### src/rtl/trap_ctrl.sv
// Trap sequencer: accepts one exception or MRET from commit, notifies the CSR block,
// flushes the pipeline for a fixed window, then redirects fetch to the handler or mepc.
module trap_ctrl #(
  parameter logic [31:0] TRAP_VECTOR  = 32'h0000_0200,
  parameter int unsigned FLUSH_CYCLES = 2
) (
  input  logic        clk_i,
  input  logic        rst_i,
  input  logic        xcpt_valid_i,
  output logic        xcpt_ready_o,
  input  logic [4:0]  xcpt_code_i,
  input  logic [31:0] xcpt_pc_i,
  input  logic [31:0] xcpt_value_i,
  input  logic        mret_valid_i,
  input  logic [31:0] csr_mepc_i,
  output logic        csr_xcpt_o,
  output logic [4:0]  csr_xcpt_code_o,
  output logic [31:0] csr_xcpt_pc_o,
  output logic [31:0] csr_xcpt_value_o,
  output logic        flush_o,
  output logic        redirect_valid_o,
  output logic [31:0] redirect_pc_o,
  input  logic        redirect_ready_i,
  output logic        busy_o
);

  localparam logic [1:0] ST_IDLE     = 2'd0;
  localparam logic [1:0] ST_FLUSH    = 2'd1;
  localparam logic [1:0] ST_REDIRECT = 2'd2;

  // The counter is loaded at the accept edge, so flush_o spans exactly FLUSH_CYCLES cycles.
  localparam logic [3:0] FLUSH_LOAD = 4'(FLUSH_CYCLES - 1);

  logic [1:0]  state_q;
  logic [3:0]  flush_cnt_q;
  logic        is_mret_q;
  logic [31:0] mepc_q;

  assign xcpt_ready_o = (state_q == ST_IDLE);
  assign busy_o       = (state_q != ST_IDLE);

  always_ff @(posedge clk_i) begin
    if (rst_i) begin
      // NOTE: sequential state uses non-blocking assignments so every register samples
      // pre-edge values; reset is checked first so it overrides any trap in progress.
      state_q          <= ST_IDLE;
      flush_cnt_q      <= 4'd0;
      is_mret_q        <= 1'b0;
      mepc_q           <= 32'd0;
      csr_xcpt_o       <= 1'b0;
      csr_xcpt_code_o  <= 5'd0;
      csr_xcpt_pc_o    <= 32'd0;
      csr_xcpt_value_o <= 32'd0;
      flush_o          <= 1'b0;
      redirect_valid_o <= 1'b0;
      redirect_pc_o    <= 32'd0;
    end else begin
      csr_xcpt_o <= 1'b0;
      case (state_q)
        ST_IDLE: begin
          // An exception wins over a simultaneous MRET; the MRET is simply dropped.
          if (xcpt_valid_i) begin
            state_q          <= ST_FLUSH;
            is_mret_q        <= 1'b0;
            csr_xcpt_o       <= 1'b1;
            csr_xcpt_code_o  <= xcpt_code_i;
            csr_xcpt_pc_o    <= xcpt_pc_i;
            csr_xcpt_value_o <= xcpt_value_i;
            flush_o          <= 1'b1;
            flush_cnt_q      <= FLUSH_LOAD;
          end else if (mret_valid_i) begin
            state_q     <= ST_FLUSH;
            is_mret_q   <= 1'b1;
            mepc_q      <= csr_mepc_i;
            flush_o     <= 1'b1;
            flush_cnt_q <= FLUSH_LOAD;
          end
        end
        ST_FLUSH: begin
          if (flush_cnt_q == 4'd0) begin
            state_q          <= ST_REDIRECT;
            flush_o          <= 1'b0;
            redirect_valid_o <= 1'b1;
            redirect_pc_o    <= is_mret_q ? mepc_q : TRAP_VECTOR;
          end else begin
            flush_cnt_q <= flush_cnt_q - 4'd1;
          end
        end
        ST_REDIRECT: begin
          if (redirect_ready_i) begin
            state_q          <= ST_IDLE;
            redirect_valid_o <= 1'b0;
          end
        end
        default: begin
          state_q          <= ST_IDLE;
          flush_o          <= 1'b0;
          redirect_valid_o <= 1'b0;
        end
      endcase
    end
  end

endmodule
### config.mk
export PLATFORM = sky130hd
export DESIGN_NAME = trap_ctrl
export DESIGN_NICKNAME = d
export VERILOG_FILES = /design/src/rtl/trap_ctrl.sv
export SDC_FILE = /design/constraint.sdc
export NUM_CORES = 1
export LEC_CHECK = 0
export ABC_CLOCK_PERIOD_IN_PS = 1900
export BUFFER_PORTS_ARGS = -buffer_cell sky130_fd_sc_hd__clkbuf_2
export CAP_MARGIN = 25
export CORE_ASPECT_RATIO = 2
export CORE_MARGIN = 2
export CORE_UTILIZATION = 47
export CTS_CLUSTER_SIZE = 10
export DETAILED_ROUTE_END_ITERATION = 7
export PLACE_DENSITY_LB_ADDON = 0.15
export REMOVE_ABC_BUFFERS = 1
export SYNTH_ARGS = -nofsm -noshare
export SYNTH_HDL_FRONTEND = slang
export SYNTH_SLANG_ARGS = --single-unit
### constraint.sdc
create_clock -name clk_i -period 1.9 [get_ports clk_i]
set_input_delay 0.19 -clock clk_i [delete_from_list [all_inputs] [get_ports clk_i]]
set_output_delay 0.19 -clock clk_i [all_outputs]
set_load 0.05 [all_outputs]
==> metrics.cfg <==
[run_status]
outcome = finished clean

[detailed_routing]
met1_length_um = 5880
drt-wirelength-per-cell_um = 16.7
detailroute.via_count = 4982
routed_wirelength_um = 15600
top_layer_used = met4
drtAntennaViolNets = 0
first_iter_violations = 287
drt_first_pass_iters = 4
met3RoutedLength_um = 971
detailroute.wirelength.met2_um = 8230
drc_errors = 0
detail_route.vias_per_cell = 5.35

[power_and_ir_drop]
power.density_cell_area_nw_per_um2 = 1140
ir_worst_vdd_mv = 0.861
cellLeakagePower_nw = 3.38

[synthesis]
synthMuxAreaShare = 0.00202
syn-cell-area_um2 = 4950
post_synth_fa_ha_maj_area_fraction = 0.00506
synth.top_cells.by_area = sky130_fd_sc_hd__dfxtp_1 (58%), sky130_fd_sc_hd__a22o_1 (12%), sky130_fd_sc_hd__a21oi_1 (6.9%), sky130_fd_sc_hd__nand2_1 (5.0%), sky130_fd_sc_hd__nand4_1 (3.9%)
synth_compound_gate_area_share = 0.240
syn_avg_cell_area_um2 = 9.97
yosys.cell_types.count = 39
postSynthCellCount = 496
post_synthesis_sequential_element_count = 143
synth_edf_count = 0
synth_seq_area_share = 0.579
synth_async_sr_flop_share = 0
post_synth_simple_gate_area = 0.117
synth_top_flop_cell = sky130_fd_sc_hd__dfxtp_1
synth-xor-area-share = 0
yosysTopAreaCellShare = 0.579
synth_top_family_by_area = compound AO/OA/AOI/OAI gates
synth_largest_area_cell = sky130_fd_sc_hd__dfxtp_1
synthesis.yosys.warnings = 0

[final_layout]
area.growth.synth_to_final_pct = 54.2
final_cell_mix = sky130_fd_sc_hd__clkbuf_2 (211), sky130_fd_sc_hd__dfxtp_1 (143), sky130_fd_sc_hd__dlygate4sd3_1 (89), sky130_fd_sc_hd__a22o_1 (69), sky130_fd_sc_hd__a21oi_1 (68)
final_common_cell = sky130_fd_sc_hd__clkbuf_2
instances_no_fill = 931
diodes = 0
finalCoreUtilization = 0.733
post_route_cells_drive_above_1_share = 0.335
total_number_of_nets_in_the_final_design = 889

[clock_tree]
htree_levels = 4
clk-insertion-delay-late_ps = 410
cts_buf_count = 17
cts-root-buf = sky130_fd_sc_hd__clkbuf_16
cts_tree = yes
clkSinkCount = 143
max_clock_buf_depth = 2
clk_transition_reported_paths_ps = 60
cts_post_setup_buffers_inserted = 0

[placement]
placed_cells_incl_taps = 810
detailed_place_hpwl_um = 9220
routabilityCongestion = 0.794
port-buffer-count = 211

[setup_path]
critical_path_peak_fanout = 34
critPathKind = reg2reg
worst_ep_required_time_ps = 2200
type_of_element_launching_the_critical_path = flop
setup.worst_path.end_class = flop
timing.reg2reg.setup_slack_ps = 150
critical_path_arrival_ps = 2040

[timing]
clock.fmax_mhz = 572
hold_viol_final = 0
post-route-period-util = 0.920
worst_pin_slew_ps = 653
period_minus_slack_ps = 1750
fin_worst_hold_slack_ps = 20.9
rsz0062_at_grt = no
setup_viol = 0
timing.final.max_slew_violations = 0
worst_clock_skew_ps = 8.63
timing.max_slew.rel_slack = 0.564

[run]
maxCapViolCount = 0

[global_routing]
total_overflow_reported_by_the_global_router = 0
pin_count_of_the_biggest_net_entering_global_routing = 71
grt_pass1_vias = 5108
grt_use_total = 0.273
number_of_antenna_violations_at_the_first_check_in_global_routing = 0
grt_first_pass_wirelength_um = 24800

[floorplan]
ioPinCount = 212
area_enclosed_by_the_die_boundary_um2 = 11400
die_width_um = 76.5
initial_utilization = 0.475
row_count = 53
fp.dieH_um = 149
core_area_um2 = 10400

[hold_path]
min_path_type = in2reg

## per-layer routing
layer	global-route usage	up-vias
met4	0.136	0
met5	0	-
met2	0.501	214
met1	0.286	2358
met3	0.0696	37
li1	-	2373
## metrics by stage
stage	total power, mW	setup TNS, ps	cell area, um^2	setup slack (ps)
2_1_floorplan	4.40	-70660	4680	-816
3_3_place_gp	4.98	0	6090	238
3_5_place_dp	5.01	0	6090	134
4_1_cts	8.73	0	7620	136
5_1_grt	9.02	0	7630	54.2
6_report	8.73	0	7630	152
## registers in the layout, summed over array words and instances (netlist names)
signal and cells:
csr_xcpt_o 1, state_q 2, flush_o 1, csr_xcpt_code_o 5
is_mret_q 1, csr_xcpt_value_o 32, flush_cnt_q 4, redirect_pc_o 32
redirect_valid_o 1, mepc_q 32, csr_xcpt_pc_o 32
## cells by family (layout without fill, tap and decap cells)
group           Yosys count  count (layout)
buf+inv                  55             353
flops                   143             143
mux                       1               1
compound gates          179             179
fa+ha+maj                 2               2
simple gates            116             116
## layout make-up
| type | count | area (um^2) |
|---|---|---|
| flip-flops and latches | 143 | 2860 |
| well taps | 137 | 171 |
| repair buffers | 315 | 2100 |
| inverters | 6 | 22.5 |
| fillers | 763 | 2780 |
| clock buffers | 18 | 439 |
| clock inverters | 14 | 204 |
| multi-input cells | 298 | 1830 |
## worst paths after layout
| path | startpoint | end | depth (start not counted) |
|---|---|---|---|
| setup / recovery | flush_cnt_q[0] | flush_o | 6 |
| hold / removal | csr_mepc_i[27] | mepc_q[27] | 3 |
| setup reg to reg | flush_cnt_q[0] | flush_o | 6 |
| hold reg to reg | mepc_q[23] | mepc_q[23] | 2 |
## report_power, final
group / internal (mW) / switching [mW]
registers: 3.21 / 0.151
clock network: 2.26 / 1.34
logic: 0.571 / 1.20
## Yosys cell counts (2+ instances only)
library cell / number
sky130_fd_sc_hd__buf_2: 17
sky130_fd_sc_hd__buf_6: 7
sky130_fd_sc_hd__a21oi_1: 68
sky130_fd_sc_hd__o21ai_0: 28
sky130_fd_sc_hd__a22o_1: 69
sky130_fd_sc_hd__nand4_1: 31
sky130_fd_sc_hd__nor2_1: 3
sky130_fd_sc_hd__nand2b_1: 2
sky130_fd_sc_hd__inv_1: 5
sky130_fd_sc_hd__nor2b_1: 2
sky130_fd_sc_hd__nand2_1: 66
sky130_fd_sc_hd__nor4_1: 2
sky130_fd_sc_hd__clkbuf_1: 22
sky130_fd_sc_hd__a41o_1: 2
sky130_fd_sc_hd__ha_1: 2
sky130_fd_sc_hd__dfxtp_1: 143
sky130_fd_sc_hd__o21ai_1: 5
## critical path, cell delays in order, from the launching register on
cell and delay [ps]:
sky130_fd_sc_hd__dfxtp_1 340, sky130_fd_sc_hd__inv_1 90, sky130_fd_sc_hd__ha_1 250, sky130_fd_sc_hd__or3b_1 180, sky130_fd_sc_hd__buf_4 310, sky130_fd_sc_hd__nand2_1 170
sky130_fd_sc_hd__a221oi_1 300
## what timing repair did
action                                  4_1_cts  5_1_grt
hold endpoints to repair                     89        0
hold buffers                                 89        0
endpoints found under the setup margin        0        1
gates resized for setup                       0        1
(Power assumes the default switching activity.)
